**src/rtl/pilha_rpn_n.sv**
```systemverilog
// N-level RPN operand stack feeding the ALU: the top two entries are exposed as operands A/B,
// and one stack command executes per clock, with overflow/underflow detection.
module pilha_rpn_n #(
  parameter int WIDTH        = 8,
  parameter int DEPTH        = 4,
  parameter bit DROP_ON_FULL = 1'b0
) (
  input  logic                       clk,
  input  logic                       rst,
  input  logic [WIDTH-1:0]           D,
  input  logic [2:0]                 op,
  input  logic                       op_valid,
  output logic [WIDTH-1:0]           saidaA,
  output logic [WIDTH-1:0]           saidaB,
  output logic [$clog2(DEPTH+1)-1:0] count,
  output logic                       vazia,
  output logic                       cheia,
  output logic                       erro,
  output logic                       erro_sticky
);

  localparam int CNTW = $clog2(DEPTH + 1);
  localparam int IDXW = (DEPTH > 1) ? $clog2(DEPTH) : 1;

  localparam logic [CNTW-1:0] ZERO = '0;
  localparam logic [CNTW-1:0] ONE  = CNTW'(1);
  localparam logic [CNTW-1:0] TWO  = CNTW'(2);
  localparam logic [CNTW-1:0] FULL = CNTW'(DEPTH);

  typedef enum logic [2:0] {
    OP_NOP    = 3'b000,
    OP_PUSH   = 3'b001,
    OP_POP    = 3'b010,
    OP_DUP    = 3'b011,
    OP_SWAP   = 3'b100,
    OP_REDUCE = 3'b101,
    OP_CLEAR  = 3'b110,
    OP_RSVD   = 3'b111
  } opT;

  logic [WIDTH-1:0] stackQ    [DEPTH];
  logic [WIDTH-1:0] stackNext [DEPTH];
  logic [CNTW-1:0]  countQ, countNext;
  logic             erroQ, erroNext;
  logic             stickyQ, stickyNext;

  opT               opCode;
  logic [IDXW-1:0]  topIdx, secIdx, freeIdx;
  logic [WIDTH-1:0] pushData;
  logic             reject;

  assign opCode  = opT'(op);
  // Indices are only used under the legality guard for their command, so truncation is harmless.
  assign topIdx  = IDXW'(countQ - ONE);
  assign secIdx  = IDXW'(countQ - TWO);
  assign freeIdx = IDXW'(countQ);

  // NOTE: combinational blocks use blocking assignments and assign every output a default
  // first, so the later branches read the updated values and no latch is ever inferred.
  always_comb begin
    stackNext  = stackQ;
    countNext  = countQ;
    stickyNext = stickyQ;
    erroNext   = 1'b0;
    reject     = 1'b0;
    pushData   = (opCode == OP_DUP) ? stackQ[topIdx] : D;

    if (op_valid) begin
      case (opCode)
        OP_NOP: ;

        OP_PUSH, OP_DUP: begin
          if (opCode == OP_DUP && countQ == ZERO) begin
            reject = 1'b1;
          end else if (countQ != FULL) begin
            stackNext[freeIdx] = pushData;
            countNext          = countQ + ONE;
          end else if (DROP_ON_FULL) begin
            // Oldest entry falls off the bottom; depth stays at DEPTH.
            for (int i = 0; i < DEPTH - 1; i++) begin
              stackNext[i] = stackQ[i+1];
            end
            stackNext[DEPTH-1] = pushData;
          end else begin
            reject = 1'b1;
          end
        end

        OP_POP: begin
          if (countQ == ZERO) begin
            reject = 1'b1;
          end else begin
            stackNext[topIdx] = '0;
            countNext         = countQ - ONE;
          end
        end

        OP_SWAP: begin
          if (countQ < TWO) begin
            reject = 1'b1;
          end else begin
            stackNext[topIdx] = stackQ[secIdx];
            stackNext[secIdx] = stackQ[topIdx];
          end
        end

        OP_REDUCE: begin
          // ALU consumed A and B; its result replaces A and the old top slot is vacated.
          if (countQ < TWO) begin
            reject = 1'b1;
          end else begin
            stackNext[secIdx] = D;
            stackNext[topIdx] = '0;
            countNext         = countQ - ONE;
          end
        end

        OP_CLEAR: begin
          for (int i = 0; i < DEPTH; i++) begin
            stackNext[i] = '0;
          end
          countNext  = ZERO;
          stickyNext = 1'b0;
        end

        default: reject = 1'b1;
      endcase
    end

    if (reject) begin
      erroNext   = 1'b1;
      stickyNext = 1'b1;
    end
  end

  // NOTE: the storage array is reset along with the control state because entries above the
  // top must read as zero and CLEAR has the same observable effect; sequential state uses <=.
  always_ff @(posedge clk) begin
    if (!rst) begin
      for (int i = 0; i < DEPTH; i++) begin
        stackQ[i] <= '0;
      end
      countQ  <= ZERO;
      erroQ   <= 1'b0;
      stickyQ <= 1'b0;
    end else begin
      stackQ  <= stackNext;
      countQ  <= countNext;
      erroQ   <= erroNext;
      stickyQ <= stickyNext;
    end
  end

  always_comb begin
    saidaB = '0;
    saidaA = '0;
    if (countQ != ZERO) saidaB = stackQ[topIdx];
    if (countQ >= TWO)  saidaA = stackQ[secIdx];
  end

  assign count       = countQ;
  assign vazia       = (countQ == ZERO);
  assign cheia       = (countQ == FULL);
  assign erro        = erroQ;
  assign erro_sticky = stickyQ;

endmodule

```
**config.mk**
```make
export PLATFORM = sky130hd
export DESIGN_NAME = pilha_rpn_n
export DESIGN_NICKNAME = d
export VERILOG_FILES = /design/src/rtl/pilha_rpn_n.sv
export SDC_FILE = /design/constraint.sdc
export NUM_CORES = 1
export LEC_CHECK = 0
export CAP_MARGIN = 30
export CELL_PAD_IN_SITES_DETAIL_PLACEMENT = 1
export CELL_PAD_IN_SITES_GLOBAL_PLACEMENT = 1
export CORE_UTILIZATION = 40
export DETAILED_ROUTE_END_ITERATION = 10
export PLACE_DENSITY = 0.9
export REMOVE_ABC_BUFFERS = 1
export SLEW_MARGIN = 20
export SYNTH_ARGS = -nofsm -noshare
export SYNTH_HDL_FRONTEND = slang
export SYNTH_SLANG_ARGS = --single-unit
```
**constraint.sdc**
```tcl
create_clock -name clk -period 2.74 [get_ports clk]
set_input_delay 0.411 -clock clk [delete_from_list [all_inputs] [get_ports clk]]
set_output_delay 0.411 -clock clk [all_outputs]
set_load 0.01 [all_outputs]
```
### Yosys cells after proc, flatten, opt, wreduce, memory -nomap -nowiden

Cells that the tools add are included.

| word-level totals | value |
|---|---|
| register bits | 37 |
| output and inout port bits | 23 |
| memories kept | 0 |
| memory bits (writable) | 0 |
| bits in read-only memories | 0 |
| word-level logic and storage cells | 94 |
| bits in latches | 0 |

| cells by class | value |
|---|---|
| $add $sub $neg | 3 |
| bitwise operators | 6 |
| reduce and logical (&&, ||, !) cells | 17 |
| shift-type cells | 0 |
| mux-type cells | 40 |
| multipliers | 0 |
| divide/modulo/power cells | 0 |
| magnitude comparators | 8 |
| equal/unequal tests | 13 |

Operators with widths:

| cell | number |
|---|---|
| 32-bit two-way mux | 5 |
| 32-bit case mux with 5 select lines | 1 |
| 32-bit bitwise mux | 4 |
| 8-bit two-way mux | 10 |
| 32-bit AND | 2 |
| 8-bit demux with 2-bit select | 3 |
| 8-bit binary-select mux with 2-bit select | 2 |
| 32-bit inverter | 1 |
| 3-bit equality test, second input constant | 4 |
| 3-bit two-way mux | 4 |
| 3-bit case mux with 4 select lines | 1 |
| 2-bit inequality test, second input constant | 5 |
| 3-bit greater-or-equal comparator, second input constant | 3 |
| 3-bit by 1-bit less-than comparator with 1-bit output, second input constant | 3 |
| 1-bit two-way mux | 9 |
| 2-bit inverter with 3-bit output | 3 |
| 7-bit AND reduction | 1 |
| 3-bit by 2-bit equality test with 1-bit output, second input constant | 2 |
| 3-bit zero test | 2 |
| 6-bit AND reduction | 1 |
| 2-bit OR reduction | 3 |
| 5-bit nonzero test | 1 |
| 1-bit logical AND | 4 |
| 1-bit case mux with 4 select lines | 1 |
| other kinds (11) | 12 |

### Longest topological paths before layout

| logic depth | value |
|---|---|
| depth in word-level cells | 10 |
| gate-level depth with buffers | 12 |
| depth with buffers taken out | 7 |

### Least setup slack after synthesis

Ideal clock, no wire load.

| timing path | value |
|---|---|
| path kind | reg-to-reg |
| start point | register countQ[1] (netlist: count[1]) |
| end point | register with a tool-made name |
| path buffers | 4 |
| cell stages (with the launch flop) | 11 |
| arrival time | 2718 ps |
| slack | -96 ps |
| required time | 2621 ps |
| period minus slack after synthesis | 2836 ps |
| library setup time | 119 ps |
| path through | dfxtp_1 -> buf_4 -> buf_4 -> buf_2 -> inv_1 -> ha_1 -> buf_6 -> mux4_2 -> mux2i_1 -> o221ai_1 -> o221a_1 |

RTL lines:

| what | line | source |
|---|---|---|
| start, declared | 43 | `logic [CNTW-1:0] countQ, countNext;` |
| start signal, assigned | 148 | `countQ <= countNext;` |

==> metrics.txt <==
utilization after layout=0.478; Final Hold Vio Count=0; fmax=around 360 MHz; die area=about 11000 um^2; H-tree lvl count=2; Power Dens Cells=~380 nW/um^2; Via density=between 7 and 8; Fill cells=1278; CP max stage cell=o2111a_1; Die Height=roughly 110 um; synthesized instance count=558; Crit Path Class=flop to flop; num ports=37; grt total ovfl=0; Worst setup EP type=flop; Worst R2R Start=count[0]$_SDFFE_PN0P_; Layout Nets=613; Core ar.=between 10000 and 15000 um^2; Final Max Tran Viols=0; Synth Cell Area=around 4300 um^2; vias in the first global route=5348; hpwl dp=about 13 mm; Clock Tree Buf Depth=2; post-CTS setup buffer count=0; FF/Latch Area=about 740 um^2; Routed WL=around 20 mm; Die X=105 um; WP buf/inv=3; library cells used by synthesis=58; largest net degree at the start of global routing=64; Inst Count DP=just over 700; worst hold path startpoint=erro_sticky$_SDFFE_PN0P_; hold slack=a little over 0.6 ns; delay of the slowest cell on the worst path=0.61 ns; Least-Margin Pin Slew=0.700 ns; Post-CTS Hold Buffers=0; Num CTS Buffers=5; Largest delay share family, worst path=compound AO/OA/AOI/OAI gates; Max-Cap Viols=0; hold path depth=3; Final setup viols=1; most frequent cells in the layout=a21oi_1 (100), buf_4 (38), mux2i_1 (36), o21ai_0 (36), dfxtp_1 (35); r2r worst-path depth=9; first-pass iteration count of the detailed router=5; Area Growth Syn to Fin=15.5%; clock-pin slew on the worst setup and hold paths=approximately 0.090 ns; Tmin final=between 2 and 3 ns; remaining antenna violation count=0; largest fanout on the critical path=12; first-pass GRT wire length=slightly above 30 mm; setup tns final=-0.0164 ns; Pleak=between 0.0015 and 0.002 uW; footprint of the multi-input gates=around 3200 um^2; number of synthesized flops with an enable pin=0; fin worst setup slack=-0.0164 ns; crit path cell chain=inv_1 -> buf_4 -> ha_1 -> buf_4 -> and2_1 -> a32oi_2 -> o2111a_1 -> o21ai_0 -> a21oi_1; Via Count=roughly 5400; Data arrival, critical path=approximately 3 ns; GRT Total Usage=0.356; Post-Syn Area per Cell=~7.7 um^2; status=finished with violations; initial DRC count=548; num rows=37; hold endpoint=erro_sticky$_SDFFE_PN0P_; WL/cell=between 20 and 30 um; VDD IR-drop max=~0.00019 V; initial antenna violation count=0; share of synthesized registers carrying an async set or reset=0; slew margin rel.=0.533; CTS tree=yes; Synth Register Bits=37; initial core utilization=0.414; # DRC=0; violated checks=setup timing; I/O Buffers=36; worst hold path type=flop to flop; ant diodes=0; fraction of layout cells with a size suffix above 1=0.171; Sink Count=37; CTS root buf=clkbuf_8; Seq/Total Area, Yosys=0.174; most common cell after layout, fill and taps aside=a21oi_1; Required @ worst endpoint=between 2 and 3 ns; GPL Wtd Cong=between 0.9 and 1; R2R setup slack=-0.02 ns; clk_lat worst skew=approximately 0.32 ns; Yosys warnings=0; Final Skew=roughly 0.013 ns; dominant synthesized flop cell=dfxtp_1; final period utilization=1.01; Critical Path Most Common Cell=buf_4; Layout Cells excl Fill=728; CP startpoint kind=flop
per-layer routing:
metal  wire, um  share of wire  GRT usage
met1       7410           0.37      0.425
met2       9050           0.45      0.570
met3       2250           0.11     0.0823
met4       1350          0.067      0.237
met5          0              0          0
synth_stat cells, types with 2 or more instances:
| library cell | number | area, um^2 |
|---|---|---|
| a21oi_1 | 100 | 500 |
| dfxtp_1 | 37 | 741 |
| mux2i_1 | 36 | 360 |
| o21ai_0 | 36 | 180 |
| a22oi_1 | 29 | 218 |
| clkbuf_1 | 27 | 101 |
| nand2_1 | 27 | 101 |
| mux2_2 | 24 | 270 |
| a221oi_1 | 23 | 201 |
| nor2_1 | 19 | 71.3 |
| and3_1 | 17 | 106 |
| o21a_1 | 17 | 128 |
| o221ai_1 | 16 | 140 |
| nor2b_1 | 15 | 93.8 |
| a211oi_1 | 14 | 105 |
| o21ai_1 | 12 | 60.1 |
| buf_2 | 11 | 55.1 |
| nand3_1 | 11 | 55.1 |
| ha_1 | 8 | 100 |
| inv_1 | 8 | 30.0 |
| buf_4 | 7 | 52.6 |
| a31oi_1 | 5 | 31.3 |
| nand2b_1 | 5 | 31.3 |
| buf_6 | 4 | 45.0 |
| o21ai_2 | 4 | 35.0 |
| a211o_1 | 3 | 26.3 |
| nor3_1 | 3 | 15.0 |
| o2111a_2 | 3 | 37.5 |
| a21boi_0 | 2 | 15.0 |
| a221o_1 | 2 | 20.0 |
| and2_1 | 2 | 12.5 |
| and3b_1 | 2 | 17.5 |
| buf_1 | 2 | 7.51 |
| nand4b_1 | 2 | 17.5 |
| nor2_4 | 2 | 22.5 |
per-stage QoR:
step           cell area, um^2  setup slack (ns)  power (uW)
3_5_place_dp              4840           -0.0311        1420
3_3_place_gp              4830             0.125        1380
6_report                  4930           -0.0164        1880
2_1_floorplan             3980             -1.17        1070
5_1_grt                   4930           -0.0757        1940
4_1_cts                   4920           0.00496        1840
worst max-delay path by stage:
stage                     startpoint         to  cells past startpoint
2_1_floorplan  count[1]$_SDFFE_PN0P_       flop                      6
3_3_place_gp                   op[2]       flop                      6
3_5_place_dp                   op[2]       flop                      6
4_1_cts        count[0]$_SDFFE_PN0P_  saidaA[6]                      4
5_1_grt        count[0]$_SDFFE_PN0P_       flop                      9
6_report       count[0]$_SDFFE_PN0P_       flop                      9
tightest hold or removal path: stages (launching register included):
cell	delay, ns
dfxtp_1	0.31
inv_1	0.05
a31oi_1	0.04
o21a_1	0.16
what timing repair did:
| item | 4_1_cts | 5_1_grt |
|---|---|---|
| gates resized for setup | 11 | 12 |
| setup endpoints to repair | 8 | 20 |
| hold endpoints to repair | 0 | 0 |
cell families after synthesis:
logic type / after synthesis / share of synthesized area
buffers and inverters: 62 / 0.0750
and+or+nand+nor: 110 / 0.139
DFF: 37 / 0.174
adders and majority gates: 8 / 0.0234
muxes: 62 / 0.157
AOI/OAI and AO/OA: 279 / 0.433
layout make-up:
| type | instances | share of cell area |
|---|---|---|
| sequential | 37 | 0.151 |
| timing repair buffer | 79 | 0.137 |
| inverter | 9 | 0.00685 |
| clock buffer | 6 | 0.0147 |
| clock inverter | 2 | 0.00203 |
| multi-input combinational | 459 | 0.654 |
| tap | 136 | 0.0345 |
power by group:
group	internal, uW	switching, uW
logic	309	522
registers	575	62.2
clock network	177	237
total	1060	821
(Power assumes the default switching activity.)
==> variant (config.mk and constraints unchanged) <==
The parameter `WIDTH` goes from 8 to 6.
--- a/src/rtl/pilha_rpn_n.sv
+++ b/src/rtl/pilha_rpn_n.sv
@@ -1,7 +1,7 @@
 // N-level RPN operand stack feeding the ALU: the top two entries are exposed as operands A/B,
 // and one stack command executes per clock, with overflow/underflow detection.
 module pilha_rpn_n #(
-  parameter int WIDTH        = 8,
+  parameter int WIDTH        = 6,
   parameter int DEPTH        = 4,
   parameter bit DROP_ON_FULL = 1'b0
 ) (
Interface: changed (resized D, saidaA and saidaB); port bits go from 37 to 31. The function was not compared with the original's and may differ.
==> variant against the original RTL <==
The run still ends with setup timing left. Count of clock-buffer cells in the layout is the same. Fmax is 0.51% higher. Non-clock buffer count increased by 4. Routed wire length decreased by 16%. Design area shrank 14%. Sequential share of layout area is 1.3 points lower. Total power fell by 15%. First-iteration DRC count up 25%. Sequential cell count decreased by 8. Utilization is 3.0 points higher. Via count down 15%. Combinational power decreased by 15%. Setup slack better by 0.014 ns. Area after synthesis fell by 17%. Critical path type is now input port to register. Largest power group unchanged.
==> variant: results (changes against the original RTL) <==
stage;metric;value;unit;change
status;status;finished, violations left;;
status;violated checks;setup timing;;
layout;NonClk Buf Share;0.164;;+0.0274
yosys;Post-Synth Adder-Cell Area;0.0284;;+0.00491
sta;endpoints failing setup;2;;+1
power_and_ir_drop;Peak VDD IR;0.290;mV;+56%
yosys;sequential share of the synthesized area;0.164;;-0.00902
sta;Final WS setup;-0.00234;ns;+0.0141 ns
global_routing;grt met2 use;0.576;;+0.00664
global_routing;GR Layer Usage met1;0.423;;-0.00218
placement;Buffers on Ports;30;;-17%
sta;setup TNS;-0.00300;ns;+0.0134 ns
layout;area occupied by multi-input gates;2720;um^2;-16%
routing;drt total wl;16900;um;-16%
routing;met2 wire len;7480;um;-17%
global_routing;met3 usage;0.0987;;+0.0165
layout;Post-layout nets;503;;-18%
yosys;Netlist cell types;60;;+3.4%
global_routing;largest net degree at the start of global routing;34;;-47%
yosys;mean area per synthesized cell;8.23;um^2;+7.5%
placement;dpl cells;576;;-20%
worst_setup_path;Worst path max stage delay;0.83;ns;+0.22 ns
worst_setup_path;slowest stage cell, crit path;clkdlybuf4s50_1;;
routing;WL met1;6000;um;-19%
layout;Seq/total area;0.137;;-0.0133
layout;share of cells above drive strength 1;0.242;;+0.0711
yosys;mux cell area share after synthesis;0.175;;+0.0190
global_routing;global-route wire length before repair;24700;um;-18%
placement;placed cell area;4080;um^2;-16%
hold_path;hold depth;2;;-1
placement;pre-CTS setup slack;-0.124;ns;-0.0932 ns
placement;Post-DP HPWL;11200;um;-15%
routing;WL met3;1940;um;-14%
sta;Worst Tran Pin Value;0.875;ns;+0.175 ns
layout;fillers;988;;-23%
layout;Seq Cell Count;29;;-22%
global_routing;gr usage total;0.359;;+0.00255
power_and_ir_drop;Static Leakage;0.00167;uW;-8.0%
layout;nonclk buf count;83;;+5.1%
clock_tree;Clk Latency, worst-skew pair;0.30;ns;-0.02 ns
routing;DR vias;4562;;-15%
yosys;top cells by count, synth;39 x a21oi_1, 33 x mux2i_1, 33 x o21ai_0, 29 x dfxtp_1, 21 x mux2_2;;
layout;Core Util, Final;0.508;;+0.0298
routing;drt first pass iters;6;;+1
yosys;compound-cell area share of the yosys netlist;0.395;;-0.0377
routing;drt first-iter violations;687;;+25%
global_routing;vias in the first global route;4363;;-18%
layout;Multi-In Gates;355;;-23%
worst_setup_path;cell family with most CP delay;simple AND/OR/NAND/NOR gates;;
routing;routed len/inst;28.7;um;+4.1%
[variant: changes by cell type in the layout (fill, tap and decap cells not counted), sizes merged, moves of 9 or more]
cell | unedited run | this run
a22oi | 29 | 4
o21ai | 52 | 37
o22ai | 1 | 13
a21oi | 100 | 39
o21a | 17 | 0
o221a | 1 | 14
a221oi | 24 | 12
nand2 | 29 | 18
nor3 | 3 | 12
and3 | 17 | 6
buf | 43 | 53
[variant: timing repair]
item | 4_1_cts | 5_1_grt
gates cloned | 0 | 1
setup buffers | 0 | 4
setup endpoints to repair | 6 | 9
resized for setup | 11 | 7
hold buffers | 0 | 0
[variant: report_power, final]
group | internal, uW | switching (uW) | total (uW)
sequential | 452 | 59.6 | 512
clock | 176 | 197 | 373
combinational | 291 | 418 | 709
[variant: worst paths after layout]
| kind | start | end | slack (ns) |
|---|---|---|---|
| hold / removal | erro_sticky | erro_sticky | 0.48 |
| setup / recovery | op[0] | register | -0.002 |
| setup reg to reg | count[1] | register | 0.03 |
| hold reg to reg | erro_sticky | erro_sticky | 0.48 |
